File: src/rtl/i2s_pkg.sv
// rtl/i2s_pkg.sv - shared constants, state encoding and count-width macro for the I2S receiver
package i2s_pkg;

  localparam int I2S_DATA_WIDTH = 16;

  typedef enum logic {
    ST_HUNT = 1'b0,
    ST_RUN  = 1'b1
  } i2s_state_e;

  localparam logic CH_LEFT  = 1'b0;
  localparam logic CH_RIGHT = 1'b1;

endpackage

`ifndef I2S_CNT_W
`define I2S_CNT_W(dw) ($clog2(dw) + 1)
`endif

File: src/rtl/i2s_rx_sync.sv
// rtl/i2s_rx_sync.sv - input synchronizers for sck/ws/sd plus registered sck rise detect
module i2s_rx_sync #(
  parameter int SYNC_STAGES = 2
) (
  input  logic i_sys_clk,
  input  logic i_sys_rst,
  input  logic i_sck,
  input  logic i_ws,
  input  logic i_sd,
  output logic sck_rise,
  output logic ws_s,
  output logic sd_s
);

  logic [SYNC_STAGES-1:0] sck_sync;
  logic [SYNC_STAGES-1:0] ws_sync;
  logic [SYNC_STAGES-1:0] sd_sync;
  logic                   sck_prev;

  // ws/sd are taken from the same stage as the sck edge so the bit lines up with its edge
  always_ff @(posedge i_sys_clk) begin
    if (i_sys_rst) begin
      sck_sync <= '0;
      ws_sync  <= '0;
      sd_sync  <= '0;
      sck_prev <= 1'b0;
      sck_rise <= 1'b0;
      ws_s     <= 1'b0;
      sd_s     <= 1'b0;
    end else begin
      sck_sync <= {sck_sync[SYNC_STAGES-2:0], i_sck};
      ws_sync  <= {ws_sync[SYNC_STAGES-2:0], i_ws};
      sd_sync  <= {sd_sync[SYNC_STAGES-2:0], i_sd};
      sck_prev <= sck_sync[SYNC_STAGES-1];
      sck_rise <= sck_sync[SYNC_STAGES-1] & ~sck_prev;
      ws_s     <= ws_sync[SYNC_STAGES-1];
      sd_s     <= sd_sync[SYNC_STAGES-1];
    end
  end

endmodule

File: src/rtl/i2s_rx.sv
// rtl/i2s_rx.sv - I2S slave receiver (Philips framing); optional I2S_RX_NEGATE_EN negates each word
module i2s_rx
  import i2s_pkg::*;
#(
  parameter int DATA_WIDTH  = I2S_DATA_WIDTH,
  parameter int SYNC_STAGES = 2
) (
  input  logic                  i_sys_clk,
  input  logic                  i_sys_rst,
  input  logic                  i_sck,
  input  logic                  i_ws,
  input  logic                  i_sd,
  output logic [DATA_WIDTH-1:0] o_left_data,
  output logic [DATA_WIDTH-1:0] o_right_data,
  output logic                  o_left_vld,
  output logic                  o_right_vld,
  output logic                  o_frame_err,
  output logic                  o_locked
);

  localparam int            CW   = `I2S_CNT_W(DATA_WIDTH);
  localparam logic [CW-1:0] FULL = CW'(DATA_WIDTH);

  logic                  sck_rise;
  logic                  ws_s;
  logic                  sd_s;
  i2s_state_e            state;
  i2s_state_e            state_nxt;
  logic                  ws_prev;
  logic [DATA_WIDTH-1:0] shreg;
  logic [CW-1:0]         cnt;
  logic                  transition;
  logic                  keep_bit;
  logic [DATA_WIDTH-1:0] shreg_in;
  logic [CW-1:0]         cnt_in;
  logic [DATA_WIDTH-1:0] word_just;
  logic [DATA_WIDTH-1:0] word_out;

  i2s_rx_sync #(
    .SYNC_STAGES(SYNC_STAGES)
  ) u_sync (
    .i_sys_clk(i_sys_clk),
    .i_sys_rst(i_sys_rst),
    .i_sck    (i_sck),
    .i_ws     (i_ws),
    .i_sd     (i_sd),
    .sck_rise (sck_rise),
    .ws_s     (ws_s),
    .sd_s     (sd_s)
  );

  // Bits beyond DATA_WIDTH are dropped; short words are left-justified at completion
  always_comb begin
    transition = (ws_s != ws_prev);
    keep_bit   = (cnt < FULL);
    shreg_in   = keep_bit ? {shreg[DATA_WIDTH-2:0], sd_s} : shreg;
    cnt_in     = keep_bit ? cnt + CW'(1) : cnt;
    word_just  = shreg_in << (FULL - cnt_in);
`ifdef I2S_RX_NEGATE_EN
    word_out   = ~word_just + DATA_WIDTH'(1);
`else
    word_out   = word_just;
`endif
  end

  always_comb begin
    state_nxt = state;
    o_locked  = (state == ST_RUN);
    if (sck_rise && (state == ST_HUNT) && transition) begin
      state_nxt = ST_RUN;
    end
  end

  always_ff @(posedge i_sys_clk) begin
    if (i_sys_rst) begin
      state        <= ST_HUNT;
      ws_prev      <= 1'b0;
      shreg        <= '0;
      cnt          <= '0;
      o_left_data  <= '0;
      o_right_data <= '0;
      o_left_vld   <= 1'b0;
      o_right_vld  <= 1'b0;
      o_frame_err  <= 1'b0;
    end else begin
      state       <= state_nxt;
      o_left_vld  <= 1'b0;
      o_right_vld <= 1'b0;
      o_frame_err <= 1'b0;
      if (sck_rise) begin
        ws_prev <= ws_s;
        if (state == ST_HUNT) begin
          if (transition) begin
            shreg <= '0;
            cnt   <= '0;
          end
        end else if (transition) begin
          // The bit arriving with the WS change is the LSB of the ws_prev channel's word
          if (ws_prev == CH_LEFT) begin
            o_left_data <= word_out;
            o_left_vld  <= 1'b1;
          end else begin
            o_right_data <= word_out;
            o_right_vld  <= 1'b1;
          end
          o_frame_err <= (cnt_in < FULL);
          shreg       <= '0;
          cnt         <= '0;
        end else begin
          shreg <= shreg_in;
          cnt   <= cnt_in;
        end
      end
    end
  end

endmodule
File: config.mk
export PLATFORM = sky130hd
export DESIGN_NAME = i2s_rx
export DESIGN_NICKNAME = d
export VERILOG_FILES = /design/src/rtl/i2s_pkg.sv /design/src/rtl/i2s_rx_sync.sv /design/src/rtl/i2s_rx.sv
export SDC_FILE = /design/constraint.sdc
export NUM_CORES = 1
export LEC_CHECK = 0
export ABC_AREA = 0
export BUFFER_PORTS_ARGS = -buffer_cell sky130_fd_sc_hd__buf_4
export CAP_MARGIN = 40
export CORE_ASPECT_RATIO = 1.2
export CORE_MARGIN = 4
export CORE_UTILIZATION = 45
export CTS_CLUSTER_SIZE = 12
export DETAILED_ROUTE_END_ITERATION = 12
export HOLD_SLACK_MARGIN = 0.08
export SYNTH_ARGS = -nofsm -noshare
export SYNTH_HDL_FRONTEND = slang
export SYNTH_SLANG_ARGS = --single-unit
File: constraint.sdc
create_clock -name i_sys_clk -period 4.55 [get_ports i_sys_clk]
set_input_delay 0.6825 -clock i_sys_clk [delete_from_list [all_inputs] [get_ports i_sys_clk]]
set_output_delay 0.6825 -clock i_sys_clk [all_outputs]
set_load 0.01 [all_outputs]
Word-level counts from Yosys, hierarchy flattened --
Cells that the tools add are included.
Storage, ports and cells: output and inout bits 36, register bits after elaboration 68, word-level logic and storage cells 45, input bits 5
Operators by class: shift operators 1, eq/ne operators 1, $lt $le $gt $ge 2, reduce and logical (&&, ||, !) cells 7, muxes and demuxes 10, $add $sub $neg 2, bitwise gates (word level) 6
Operators by type and width (number):
- $mux W16 | 4
- $mux W5 | 4
- $shl A16 B5 Y16 | 1
- $lt A5 B5 Y1 const B | 2
- $reduce_and A4 Y1 | 2
- $add A5 B1 Y5 const B | 1
- $not A1 Y1 | 5
- $sub A5 B5 Y5 const A | 1
- $reduce_or A4 Y1 | 1
- $logic_and A1 B1 Y1 | 2
- $mux W1 | 2
- $reduce_and A2 Y1 | 1
- $reduce_bool A2 Y1 | 1
- $and A1 B1 Y1 | 1
- $ne A1 B1 Y1 | 1

Longest topological paths before layout --
Gate-level depths: netlist of the first run.
depth in word-level cells 4, gate-level depth with buffers 12

Cells and area by module --
From an unflattened synthesis of the first run, not the netlist that was laid out.
Second synthesis, totals: cell total of the unflattened synthesis 426, area total of the unflattened synthesis 3527.1 sq um
Modules (own cells, without submodules):
- i2s_rx | area an instance 3258.1 sq um, times used 1, sequential area each 1161.1 sq um, cells each 406
- i2s_rx_sync | area an instance 269.0 sq um, times used 1, sequential area each 200.2 sq um, cells each 20

Worst setup path before layout of the first run --
Ideal clock, no wire load.
path type flip-flop to flip-flop, start point reg cnt[0], end point reg o_left_data[10], path slack 2.026 ns, setup time 0.128 ns, clock period less this slack 2.524 ns, buffers on the path 2, data arrival time 2.396 ns, cell stages (with the launch flop) 13, cells stage by stage dfxtp_1 ha_1 buf_4 inv_1 a32oi_2 nand2b_1 inv_1 ha_1 buf_1 nand2b_1 nor2_1 a222oi_1 nor2_1
Between the ends: cells in the longest elaborated chain, start to end 4, elaborated cells between the ends (all ways) 6, those cells by class add/sub (2); order compare (1); shift (1); mux (2)
Ends and longest elaborated chain:
- start: declaration | RTL line i2s_rx.sv:31 | logic [CW-1:0] cnt;
- start signal: assignment | RTL line i2s_rx.sv:111 | cnt <= cnt_in;
- $add A5 B1 Y5 or $lt A5 B5 Y1 (tied branches) | RTL line i2s_rx.sv:57, i2s_rx.sv:55
- $mux W5 | RTL line i2s_rx.sv:57 | cnt_in = keep_bit ? cnt + CW'(1) : cnt;
- $sub A5 B5 Y5 | RTL line i2s_rx.sv:58 | word_just = shreg_in << (FULL - cnt_in);
- $shl A16 B5 Y16 * | RTL line i2s_rx.sv:58
- end signal: assignment | RTL line i2s_rx.sv:100 | o_left_data <= word_out;
- end: declaration | RTL line i2s_rx.sv:13 | output logic [DATA_WIDTH-1:0] o_left_data,
Every way passes the cells marked *; elsewhere a longest branch is shown, timed or not. A chain may end at the register's enable or synchronous reset.

Worst setup path after layout of the first run --
start point reg cnt[0], end point reg o_left_data[9]
The elaborated chain is that of the path after synthesis.

==> out/results.tsv, run 1 <==
metric	value	unit
status	complete, no violations	
Worst Skew	0.01670	ns
CTS tree	done	
post-route cell area	4125	µm²
hold_ws	0.3854	ns
Data arrival, critical path	3.40	ns
CORE AREA	7795	µm²
H-tree Lvls	3	
largest net degree at the start of global routing	58	
setup violators final	0	
met3 Use GR	3.892	%
Placed Area	3926	µm²
unrepaired setup endpoints after global routing	false	
Die Span X	90.09	µm
xor and xnor fraction of the mapped netlist area	1.651	%
I/O Buffers	40	
fraction of registers with async set/reset	0	%
hpwl dp	6106	µm
f_max	0.3202	GHz
worst hold start	u_sync.sck_prev	
EDFF count, synth	0	
Pins Over Slew Limit	0	
CTS buffer count	9	
Synth area leaders	dfxtp_1 37%, mux2i_1 8.0%, nor2_1 4.6%	
pwr/cell area	269.6	nW/µm²
final wirelength	8447	µm
worst-path cell chain	buf_4 -> ha_1 -> inv_1 -> a32oi_2 -> nand2b_1 -> inv_1 -> ha_1 -> nor3_2 -> o211ai_1 -> a21oi_1	
post-synthesis instance total	406	
cells resized by post-CTS repair	0	
WS Path Type	flop to flop	
Overflow after GRT	0	
row count	35	
sequential-to-total area share from yosys stat	37.41	%
mux share of post-synthesis cell area	12.52	%
static leakage	1.565	nW
Seq cells post-synth	68	
largest family of logic cells by synthesized area	simple AND/OR/NAND/NOR gates	
initial antenna violation count	0	
max_slew headroom	46.47	%
Placed Instances	514	
met2 GRT Util	30.97	%
reg2reg start	cnt[0]	
Worst path slowest cell	nor3_2	
setup slack, reg-to-reg	1.43	ns
Yosys cell types	65	
met1 usage	24.02	%
worst endpoint required time	4.83	ns
first-pass GRT wire length	14770	µm
Mapped Area	3638	µm²
crit-path max cell delay	0.56	ns
Synth area leader	dfxtp_1	
IO Pins	41	
drt drc	0	
Layout Cells excl Fill	530	
Slew @ Worst Pin	0.8005	ns
Placer Congestion	0.8406	
die height	106.5	µm
crit path launch type	flop	
drt via density	5.702	
root buffer cell	clkbuf_8	
Post-Syn Nets	413	
Most Crowded Layer GR	met2	
most frequent cell after synthesis	dfxtp_1	
Commonest cells post-synth	68 x dfxtp_1, 45 x nor2_1, 40 x nand2_1	
Post-DRT Antenna Nets	0	
worst skew pair latency	0.35	ns
synth warn	0	
Hold Path Cell Cnt	1	
Initial Util	46.68	%
worst setup margin	1.427	ns
Fin. Hold Viols	0	
Adder-Cell Fraction of Synth Area	0.6878	%
Global Route Usage Sum	18.74	%
worst min path class	flop to flop	
CP Capture Type	flop	
CTS Buffer Depth	2	
post-route clock period utilization	68.65	%
R2R Path End	o_left_data[9]	
Worst-path clk slew	0.07	ns
delay-heaviest family, CP	adder cells	
setup bufs post-CTS	0	
Final min period	3.123	ns
Max Cap Viol	0	
Tot Pwr	1.112	mW
CTS sink count	68	
1st-iter DRT viols	154	
Finished Core Util	52.92	%
Place WS	1.441	ns
Reg2Reg Depth	10	
layout cells sized above 1	20.78	%
ant diodes	0	
maximum vdd drop	0.1418	mV
critical path fanouts, max	48	
Area growth, synth to finish	13.38	%
drt first pass iters	6	
total negative setup slack	0	ns
die area	9594	µm²
syn_area_per_cell	8.962	µm²
compound-gate portion of the synthesized area	19.33	%
Vias	3022	
Crit path buffers/inverters	3	
Avg WL per Cell	15.94	µm
nets	440	
Synth Flop Type	dfxtp_1	
post-cts hold buffer count	0	
endpoint with the worst hold slack	u_sync.sck_rise	
vias in the first global route	2870	
Synth Area in Simple Gates	23.38	%
Synth top area share	37.41	%
-- final cells by class --
type,instances,area [µm²]
well taps,92,115.1
inverters,4,15.01
fillers,767,3670
repair buffers,45,340.3
clock buffers,9,123.9
clock inverters,7,75.07
multi-input cells,305,2095
flip-flops and latches,68,1361
-- how the worst max path moves through the flow --
| stage | start | to | cells after the start |
|---|---|---|---|
| 2_1_floorplan | cnt[0] | o_left_data[10] | 12 |
| 3_3_place_gp | cnt[0] | o_right_data[12] | 10 |
| 3_5_place_dp | cnt[0] | o_right_data[12] | 10 |
| 4_1_cts | cnt[0] | o_right_data[12] | 10 |
| 5_1_grt | cnt[0] | o_left_data[14] | 10 |
| 6_report | cnt[0] | o_left_data[9] | 10 |
-- metal layers --
| metal | up-vias | part of all wire, % |
|---|---|---|
| met2 | 66 | 49 |
| met1 | 1428 | 46 |
| met5 | - | 0 |
| met3 | 13 | 3.9 |
| met4 | 0 | 1.6 |
| li1 | 1515 | - |
-- layout by cell type, fill, tap and decap left out, types with 4 or more instances in the layout --
master	Yosys	routed
a22oi_1	19	19
nand2b_1	4	4
nor2b_1	17	17
nand3_1	15	15
nand4_1	5	5
mux4_2	4	4
buf_4	4	42
nand3b_1	5	5
mux2i_1	29	29
clkbuf_8	0	9
inv_1	4	4
nand2_1	40	40
o21ai_0	19	19
or3_1	4	4
dfxtp_1	68	68
nor2_1	45	45
a21oi_1	26	26
a211oi_1	4	4
-- where the power goes --
part	internal (mW)	switching, mW	leakage, nW
sequential	0.598	0.00148	0.549
clock	0.254	0.240	0.0918
combinational	0.00597	0.0126	0.925
-- sequential cells by signal, indices dropped and copies added (netlist names), 2 cells and up --
| signal | count |
|---|---|
| o_right_data | 16 |
| shreg | 16 |
| o_left_data | 16 |
| u_sync.sck_sync | 2 |
| u_sync.ws_sync | 2 |
| cnt | 5 |
| u_sync.sd_sync | 2 |
-- logic make-up after synthesis --
family                   Yosys count
buffers and inverters             33
AND/OR/NAND/NOR                  158
flip-flops                        68
multiplexers                      38
adder cells (fa/ha/maj)            2
XOR/XNOR                           6
AO/OA/AOI/OAI                    101
-- worst reg2reg max path, delay by kind of cell, from the launching register on --
family | cells | cell delay [ns]
buf+inv | 3 | 0.44
compound gates | 3 | 0.61
simple gates | 2 | 0.73
fa+ha+maj | 2 | 0.98
flops | 1 | 0.30
Power figures use the tool's default switching activity.
==> run 2: changes to the inputs <==
Settings changed: ABC_AREA 0 to 1.
Clock period 4.55 ns to 3.1 ns, I/O delays scaled along.
==> out/results.tsv, run 2 <==
metric	value	unit
status	complete, no violations	
Slew @ Worst Pin	0.8555	ns
total negative setup slack	0	ns
Global Route Usage Sum	19.17	%
post-synthesis instance total	553	
Clk pwr share	43.5	%
switching portion of total power	24.37	%
cell mode on critical path	nand2_1	
pwr/cell area	415.1	nW/µm²
die height	105.2	µm
Worst-path clk slew	0.08	ns
Area growth, synth to finish	14.88	%
setup bufs post-CTS	0	
post-route clock period utilization	78.46	%
first-pass GRT wire length	14320	µm
EDFF count, synth	0	
Fin. Hold Viols	0	
Vias	3423	
commonest non-fill, non-tap cell in the layout	nand2_1	
Overflow after GRT	0	
worst min path class	primary input to flop	
sequential-to-total area share from yosys stat	38.46	%
WS Path Type	flop to flop	
fraction of registers with async set/reset	0	%
Reg2Reg Depth	13	
Synth top area share	38.46	%
CP Capture Type	flop	
H-tree Lvls	3	
initial antenna violation count	0	
root buffer cell	clkbuf_8	
Data arrival, critical path	2.72	ns
hpwl dp	5962	µm
Pint	1.277	mW
Post-Syn Nets	560	
post-cts hold buffer count	0	
Mapped Area	3540	µm²
Synth Flop Type	dfxtp_1	
maximum vdd drop	0.2981	mV
hold_ws	0.3130	ns
nets	588	
Worst path slowest cell	dfxtp_1	
CTS sink count	68	
worst endpoint required time	3.39	ns
unrepaired setup endpoints after global routing	false	
Worst Skew	0.009958	ns
1st-iter DRT viols	191	
switching power	0.4113	mW
Pins Over Slew Limit	0	
drt via density	5.049	
Hold Path Cell Cnt	3	
worst-path cell chain	inv_2 -> nand2_1 -> nand2_2 -> nand2_4 -> nor2_4 -> nand2_1 -> inv_1 -> ha_1 -> nor2_4 -> nand3_1 -> nand3_1 -> nand2_1 -> inv_1	
Max Cap Viol	0	
row count	35	
setup violators final	0	
Commonest cells post-synth	204 x nand2_1, 68 x dfxtp_1, 54 x inv_1	
worst setup margin	0.6678	ns
vias in the first global route	3053	
endpoint with the worst hold slack	u_sync.sd_sync[0]	
critical path fanouts, max	25	
drt drc	0	
Largest regs	o_left_data: 16 flops, o_right_data: 16 flops, shreg: 16 flops	
IO Pins	41	
Initial Util	46.19	%
crit path launch type	flop	
worst skew pair latency	0.35	ns
Synth area leader	dfxtp_1	
Seq pwr share	52.3	%
f_max	0.4112	GHz
max_slew headroom	42.90	%
Final min period	2.432	ns
Post-DRT Antenna Nets	0	
syn_area_per_cell	6.401	µm²
most frequent cell after synthesis	nand2_1	
most frequent cells in the layout	204 x nand2_1, 68 x dfxtp_1, 54 x inv_1	
layout cells sized above 1	13.48	%
Placer Congestion	0.8380	
cells resized by post-CTS repair	0	
ant diodes	0	
reg2reg start	cnt[4]	
die area	9355	µm²
worst hold start	i_sd	
CTS tree	done	
Place WS	0.6824	ns
CORE AREA	7664	µm²
largest net degree at the start of global routing	33	
Avg WL per Cell	12.27	µm
synth warn	0	
Finished Core Util	53.06	%
Seq cells post-synth	68	
setup slack, reg-to-reg	0.67	ns
final wirelength	8322	µm
CTS Buffer Depth	2	
crit-path max cell delay	0.32	ns
combinational fraction of design power	4.2	%
I/O Buffers	40	
static leakage	1.974	nW
drt first pass iters	4	
Die Span X	88.96	µm
R2R Path End	o_right_data[10]	
Tot Pwr	1.688	mW
Yosys cell types	24	
CTS buffer count	9	
Synth area leaders	dfxtp_1 38%, nand2_1 22%, nand3_1 6.8%	
run 2: changes by cell type after synthesis, sizes merged, moves of 11 or more:
cell / delta
nand2: +173
inv: +54
nand3: +33
mux2i: -29
a22oi: -20
nor2b: -20
a221oi: +11
o21ai: +11
run 2: worst max path at each step:
| stage | from | end | slack (ns) |
|---|---|---|---|
| after floorplan | cnt[0] | o_left_data[0] | 1.06 |
| after global placement | cnt[4] | o_left_data[1] | 0.74 |
| after detailed placement | cnt[0] | o_right_data[1] | 0.68 |
| after CTS | cnt[4] | o_right_data[10] | 0.65 |
| after global routing | cnt[4] | o_left_data[10] | 0.33 |
| final | cnt[4] | o_right_data[10] | 0.67 |
run 2: kinds of logic (layout without fill, tap and decap cells):
kind of cell	count (synthesis)	count (layout)	synth area share (%)
simple gates	313	313	36.83
fa+ha+maj	2	2	0.7069
flops	68	68	38.46
compound gates	83	83	13.64
buf+inv	87	120	10.36
run 2: final cells by class:
cell class | instances | area (µm²)
Fill cell | 790 | 3597
Multi-Input combinational cell | 398 | 1812
Sequential cell | 68 | 1361
Clock buffer | 9 | 123.9
Inverter | 59 | 221.5
Tap cell | 92 | 115.1
Clock inverter | 7 | 75.07
Timing Repair Buffer | 45 | 357.8
run 2: power by group through the flow:
stage | combinational (mW) | sequential (mW) | clock (mW)
after floorplan | 0.0537 | 0.903 | 0
after global placement | 0.0697 | 0.904 | 0
after detailed placement | 0.0712 | 0.904 | 0
after CTS | 0.0716 | 0.883 | 0.763
after global routing | 0.0825 | 0.884 | 0.812
final | 0.0707 | 0.883 | 0.734
run 2: metal layers:
metal,part of all wire [%],track usage [%],vias to the layer above
met1,48,26.03,1528
met3,4.0,3.785,16
met4,1.7,8.085,0
li1,-,-,1822
met2,46,29.19,57
met5,0,0,-
run 2: critical path, delay by kind of cell, from the launching register on:
family,cells,cell delay (ns)
and+or+nand+nor,9,1.36
adders and majority gates,1,0.28
buffers and inverters,3,0.41
DFF,1,0.32
run 2: metrics by stage:
| stage | cells | area (µm²) |
|---|---|---|
| 6_report | 678 | 4066 |
| 5_1_grt | 678 | 4066 |
| 4_1_cts | 678 | 4066 |
| 3_5_place_dp | 662 | 3867 |
| 3_3_place_gp | 660 | 3832 |
| 2_1_floorplan | 553 | 3540 |
